<file path="src/rtl/mem_arbiter.sv">
// Round-robin arbiter between an instruction-fetch port and a load/store port
// sharing one MMU, with a per-transaction wait timeout.
module mem_arbiter #(
    parameter int unsigned TIMEOUT_CYCLES = 16
) (
    input  logic        clk,
    input  logic        rst_n,
    input  logic        if_req,
    input  logic [6:0]  if_addr,
    input  logic [31:0] if_offset,
    output logic        if_done,
    output logic [31:0] if_rdata,
    input  logic        ls_req,
    input  logic        ls_we,
    input  logic [6:0]  ls_addr,
    input  logic [31:0] ls_offset,
    input  logic [31:0] ls_wdata,
    output logic        ls_done,
    output logic [31:0] ls_rdata,
    output logic        mmu_start,
    output logic        mmu_op,
    output logic [6:0]  mmu_addr,
    output logic [31:0] mmu_offset,
    output logic [31:0] mmu_wdata,
    input  logic [31:0] mmu_rdata,
    input  logic        mmu_complete,
    output logic        err
);

    typedef enum logic [1:0] {IDLE, ISSUE, WAIT, RESP} state_t;
    typedef enum logic {GRANT_IF, GRANT_LS} grant_t;

    localparam logic [7:0] TIMEOUT = 8'(TIMEOUT_CYCLES);

    state_t      state;
    grant_t      last_grant;
    grant_t      owner;
    logic [7:0]  wait_cnt;
    logic [7:0]  cnt_next;
    logic        pick_ls;
    logic [31:0] resp_data;

    // LS wins when alone, or on a tie when IF was granted last.
    always_comb begin
        pick_ls   = ls_req && (!if_req || (last_grant == GRANT_IF));
        cnt_next  = wait_cnt + 8'd1;
        resp_data = mmu_op ? '0 : mmu_rdata;
    end

    always_ff @(posedge clk) begin
        if (!rst_n) begin
            state      <= IDLE;
            last_grant <= GRANT_IF;
            owner      <= GRANT_IF;
            wait_cnt   <= '0;
            mmu_start  <= 1'b0;
            mmu_op     <= 1'b0;
            mmu_addr   <= '0;
            mmu_offset <= '0;
            mmu_wdata  <= '0;
            if_done    <= 1'b0;
            if_rdata   <= '0;
            ls_done    <= 1'b0;
            ls_rdata   <= '0;
            err        <= 1'b0;
        end else begin
            mmu_start <= 1'b0;
            if_done   <= 1'b0;
            if_rdata  <= '0;
            ls_done   <= 1'b0;
            ls_rdata  <= '0;
            err       <= 1'b0;
            case (state)
                IDLE: begin
                    if (if_req || ls_req) begin
                        state     <= ISSUE;
                        mmu_start <= 1'b1;
                        if (pick_ls) begin
                            owner      <= GRANT_LS;
                            last_grant <= GRANT_LS;
                            mmu_op     <= ls_we;
                            mmu_addr   <= ls_addr;
                            mmu_offset <= ls_offset;
                            mmu_wdata  <= ls_wdata;
                        end else begin
                            owner      <= GRANT_IF;
                            last_grant <= GRANT_IF;
                            mmu_op     <= 1'b0;
                            mmu_addr   <= if_addr;
                            mmu_offset <= if_offset;
                            mmu_wdata  <= '0;
                        end
                    end
                end
                ISSUE: begin
                    state    <= WAIT;
                    wait_cnt <= '0;
                end
                WAIT: begin
                    // Done/rdata are registered here so they appear exactly in RESP.
                    if (mmu_complete) begin
                        state <= RESP;
                        if (owner == GRANT_LS) begin
                            ls_done  <= 1'b1;
                            ls_rdata <= resp_data;
                        end else begin
                            if_done  <= 1'b1;
                            if_rdata <= resp_data;
                        end
                    end else if (cnt_next == TIMEOUT) begin
                        state <= RESP;
                        err   <= 1'b1;
                        if (owner == GRANT_LS) ls_done <= 1'b1;
                        else                   if_done <= 1'b1;
                    end else begin
                        wait_cnt <= cnt_next;
                    end
                end
                RESP: begin
                    state <= IDLE;
                end
                default: state <= IDLE;
            endcase
        end
    end

endmodule

</file>
<file path="config.mk">
export PLATFORM = sky130hd
export DESIGN_NAME = mem_arbiter
export DESIGN_NICKNAME = d
export VERILOG_FILES = /design/src/rtl/mem_arbiter.sv
export SDC_FILE = /design/constraint.sdc
export NUM_CORES = 1
export LEC_CHECK = 0
export BUFFER_PORTS_ARGS = -buffer_cell sky130_fd_sc_hd__buf_2
export CORE_MARGIN = 8
export CORE_UTILIZATION = 42
export DETAILED_ROUTE_END_ITERATION = 16
export HOLD_SLACK_MARGIN = 0.02
export PLACE_DENSITY_LB_ADDON = 0.12
export SLEW_MARGIN = 40
export SYNTH_ARGS = -nofsm -noshare
export SYNTH_HDL_FRONTEND = slang
export SYNTH_SLANG_ARGS = --single-unit
export TNS_END_PERCENT = 10
</file>
<file path="constraint.sdc">
create_clock -name clk -period 2.52 [get_ports clk]
set_clock_uncertainty 0.05 [all_clocks]
set_input_delay 0.63 -clock clk [delete_from_list [all_inputs] [get_ports clk]]
set_output_delay 0.63 -clock clk [all_outputs]
set_load 0.02 [all_outputs]
</file>
* After elaboration in Yosys (flattened, before gate mapping)
Index checks and enable logic that the tools add are counted.
Word-level totals: input bits 148, output and inout bits 140, flip-flop bits (word level) 151
Cells by class: equality and inequality tests 8, bitwise logic cells 4, reduce and logical (&&, ||, !) cells 14, add/subtract/negate cells 1, muxes and demuxes 21
Operators by type and width (number):
- 32-bit two-way mux | 3
- 8-bit two-way mux | 2
- 8-bit one-hot mux with 2 select lines | 1
- 1-bit two-way mux | 10
- 8-bit by 1-bit adder with 8-bit output (second input constant) | 1
- 8-bit by 5-bit == test with 1-bit output (second input constant) | 1
- 2-bit one-hot mux with 4 select lines | 1
- 2-bit AND reduction | 4
- 7-bit two-way mux | 1
- 2-bit two-way mux | 3
- 2-bit inequality test (second input constant) | 3
- 2-bit == test (second input constant) | 2
- 1-bit inverter | 4
- 4-bit AND reduction | 1
- 4-bit OR reduction | 1
- 3-bit inequality test (second input constant) | 1
- 3-bit AND reduction | 1
- 3-bit OR reduction | 1
- 2-bit by 1-bit == test with 1-bit output (second input constant) | 1
- 2-bit logical NOT | 1
- 1-bit logical OR | 2
- 2-bit nonzero test | 1
- 1-bit logical AND | 1
- 1-bit logical NOT | 1

* Longest topological paths before layout
word-level depth 5, depth in mapped cells 8, mapped depth without buffers 7

* Least setup slack after synthesis
No wires, ideal clock.
path kind input to register, start point in ls_req, end point reg mmu_addr[0], stages on the path 6, setup time 0.116 ns, data arrival time 1.784 ns, slack 0.570 ns, path through a21boi_1 > buf_2 > buf_2 > mux2i_1 > nand2_1 > o211a_1
On the way: cells in the longest elaborated chain, start to end 2
Ends and longest elaborated chain:
- start, declared | line 13 | input logic ls_req,
- 1-bit logical AND or 1-bit logical OR (tied branches) | line 45, 75
- 7-bit two-way mux or 2-bit AND reduction (tied branches)
- end signal, assigned | line 82 | mmu_addr <= ls_addr;
- end signal, assigned | line 89 | mmu_addr <= if_addr;
- end, declared | line 22 | output logic [6:0] mmu_addr,
Parallel ways exist; a longest one is shown, timed or not. A chain may end at the register's enable or synchronous reset.

* Final worst setup path
start point reg wait_cnt[0], end point reg wait_cnt[2]
On the way: cells in the longest elaborated chain, start to end 4
Ends and longest elaborated chain:
- start, declared | line 38 | logic [7:0] wait_cnt;
- start signal, assigned | line 116 | wait_cnt <= cnt_next;
- 8-bit by 1-bit adder with 8-bit output * | line 46 | cnt_next = wait_cnt + 8'd1;
- 8-bit by 5-bit == test with 1-bit output or 8-bit two-way mux (tied branches) | line 110 | end else if (cnt_next == TIMEOUT) begin
- 2-bit inequality test (no source line) or 8-bit two-way mux (tied branches)
- 3-bit AND reduction (no source line) or 8-bit one-hot mux with 2 select lines (tied branches)
Every way passes the cells marked *; elsewhere a longest branch is shown, timed or not. The select of a mux whose other input is x is not followed.

==> flow_metrics.env <==
export IMPL_timing_rr_end="wait_cnt[2]"
export IMPL_totalPowerFinal_mw=7.70
export IMPL_finalSetupViolCount=0
export IMPL_r2r_cells=7
export IMPL_final_cell_mix="287 x buf_2, 151 x dfxtp_1, 68 x nor2_1, 49 x nand2_1, 42 x mux2i_1"
export IMPL_synthesis_nets=713
export IMPL_wire_per_inst_um=15.5
export IMPL_core_um2=13200
export IMPL_path_clk_slew_ns=0.06
export IMPL_wl_um=15800
export IMPL_drive_above_1_share_pct=40.5
export IMPL_hold_depth=3
export IMPL_grt_util_all_layers_pct=17.7
export IMPL_grt_start_max_net_pins=75
export IMPL_cts_tree="yes"
export IMPL_io_buffers=287
export IMPL_cts_buffers=17
export IMPL_drv_cap=0
export IMPL_synth_edf_count=0
export IMPL_final_max_slew_viol_count=0
export IMPL_rows=42
export IMPL_fin_cells=1022
export IMPL_first_pass_iters=4
export IMPL_hold_class="in2reg"
export IMPL_chipWidth_um=132
export IMPL_cp_data_required_time_ns=2.77
export IMPL_diodes=0
export IMPL_vias=4949
export IMPL_tightestPinTransition_ns=0.488
export IMPL_postRouteAntennaNets=0
export IMPL_fin_nets=987
export IMPL_dp_cells=990
export IMPL_min_to="ls_rdata[25]"
export IMPL_vdd_ir_drop_max_uv=676
export IMPL_leakage_nw=4.18
export IMPL_fin_hold_ws_ns=0.406
export IMPL_die_h_um=132
export IMPL_crit_buf_inv=0
export IMPL_slowest_delay_ns=0.54
export IMPL_gp_congestion=0.845
export IMPL_cts_htree_levels=4
export IMPL_io_pins=288
export IMPL_p_per_area_nw_per_um2=978
export IMPL_hp_start="mmu_rdata[25]"
export IMPL_yosysWarnings=0
export IMPL_maxSlewHeadroom_pct=67.2
export IMPL_final_util_pct=59.7
export IMPL_grt_antenna_before_repair=0
export IMPL_clock_fmax_mhz=430
export IMPL_dp_slack_ns=0.156
export IMPL_cp_cell_sequence="ha_2 -> nand3_2 -> a2111o_1 -> o311ai_4 -> a21oi_4 -> and3b_1 -> o21a_1"
export IMPL_hold_buffers=0
export IMPL_synth_cell_types=43
export IMPL_final_common_cell="buf_2"
export IMPL_grt_pass1_wl_um=25300
export IMPL_dpl_instance_area_um2=7270
export IMPL_ys_flop_type="dfxtp_1"
export IMPL_area_growth_pct=39.0
export IMPL_die_area_um2=17400
export IMPL_cp_top_family="compound AO/OA/AOI/OAI gates"
export IMPL_cts_buffer_depth=2
export IMPL_syn_inst=559
export IMPL_synth_avg_cell_area_um2=10.1
export IMPL_grt_setup_unrepaired="false"
export IMPL_drc=0
export IMPL_synth_area_um2=5660
export IMPL_status="completed"
export IMPL_stdcell_area_um2=7870
export IMPL_reg2reg_from="wait_cnt[0]"
export IMPL_drt_iter0_drc=217
export IMPL_vias_per_cell=4.84
export IMPL_setup_tns_ns=0
export IMPL_end_kind="register"
export IMPL_clock_latency_ns=0.42
export IMPL_post_route_period_util_pct=92.3
export IMPL_fin_crit_ns=2.33
export IMPL_ys_async_sr_fraction_pct=0
export IMPL_cp_start_kind="register"
export IMPL_ys_seq_area_share_pct=53.4
export IMPL_path_class="reg2reg"
export IMPL_ff2ff_setup_slack_ns=0.19
export IMPL_hold_viol_final=0
export IMPL_root_buffer="clkbuf_16"
export IMPL_initial_utilization_pct=42.9
export IMPL_cpMaxStageDelayCell="dfxtp_1"
export IMPL_grt_pass1_vias=5134
export IMPL_fin_ws_ns=0.193
export IMPL_grt_overflow_total=0
export IMPL_crit_fanout=11
export IMPL_dpl_hpwl_um=12000
export IMPL_synth_seq_cells=151
export IMPL_arrival_ns=2.58
export IMPL_clock_sinks=151
-- worst max-delay path by stage --
stage | start | to | slack [ns] | cells after the start
6_report | wait_cnt[0] | wait_cnt[2] | 0.19 | 7
5_1_grt | wait_cnt[0] | wait_cnt[2] | 0.07 | 7
4_1_cts | wait_cnt[0] | wait_cnt[2] | 0.15 | 7
3_5_place_dp | wait_cnt[0] | wait_cnt[2] | 0.16 | 7
3_3_place_gp | wait_cnt[0] | wait_cnt[2] | 0.30 | 7
2_1_floorplan | ls_req | mmu_addr[0] | 0.57 | 6
-- metal layers --
layer	global-route usage, %	up-vias	routed length, um
met5	0	-	0
met4	8.74	0	413
met3	7.28	32	1260
met2	30.9	180	8060
met1	18.0	2271	6070
li1	-	2466	-
-- flip-flops by register name, indices dropped and copies added, names as in the netlist, 2 cells and up --
name	count
mmu_addr	7
state	2
wait_cnt	8
mmu_offset	32
mmu_wdata	32
ls_rdata	32
if_rdata	32
-- final cells by class --
type / count / area, um^2
clock buffers: 18 / 439
clock inverters: 14 / 160
fillers: 1206 / 5320
inverters: 4 / 15.0
multi-input cells: 361 / 2470
flip-flops and latches: 151 / 3020
well taps: 176 / 220
repair buffers: 298 / 1540
-- logic make-up (layout without fill, tap and decap cells) --
| kind of cell | count (synthesis) | after routing | share of synthesized area (%) |
|---|---|---|---|
| compound gates | 100 | 100 | 15.8 |
| simple gates | 212 | 212 | 18.3 |
| flops | 151 | 151 | 53.4 |
| fa+ha+maj | 6 | 6 | 1.33 |
| mux | 43 | 43 | 7.69 |
| buf+inv | 47 | 334 | 3.43 |
-- Yosys cell counts, types with 3 or more instances --
cell type	instances	share of area, %
o211a_1	40	7.1
nand3_1	4	0.35
nor3_1	6	0.53
mux2i_1	42	7.4
clkbuf_1	34	2.3
ha_1	6	1.3
nand4_1	4	0.44
inv_1	4	0.27
nor2_1	68	4.5
dfxtp_1	151	53
nor2b_1	35	3.9
and2_1	3	0.33
nand2b_1	36	4.0
nand2_1	49	3.2
buf_2	5	0.44
o21ai_0	3	0.27
a22oi_1	33	4.4
a21oi_1	5	0.44
-- power breakdown --
group / leakage (nW) / total [mW] / internal (mW) / switching (mW)
clock network: 0.287 / 2.54 / 1.51 / 1.03
logic: 2.66 / 2.23 / 0.864 / 1.37
registers: 1.23 / 2.93 / 2.75 / 0.179
total: 4.18 / 7.70 / 5.12 / 2.58
-- timing repair --
action                                  4_1_cts  5_1_grt
setup buffers                                 0        0
hold endpoints to repair                      0        0
resized for setup                             0        1
endpoints found under the setup margin        0        1
-- worst reg2reg max path: stages (launching register included) --
cell	delay, ns
dfxtp_1	0.54
ha_2	0.33
nand3_2	0.15
a2111o_1	0.46
o311ai_4	0.13
a21oi_4	0.17
and3b_1	0.21
o21a_1	0.18
Note: power is estimated with default switching activity, not from simulation.
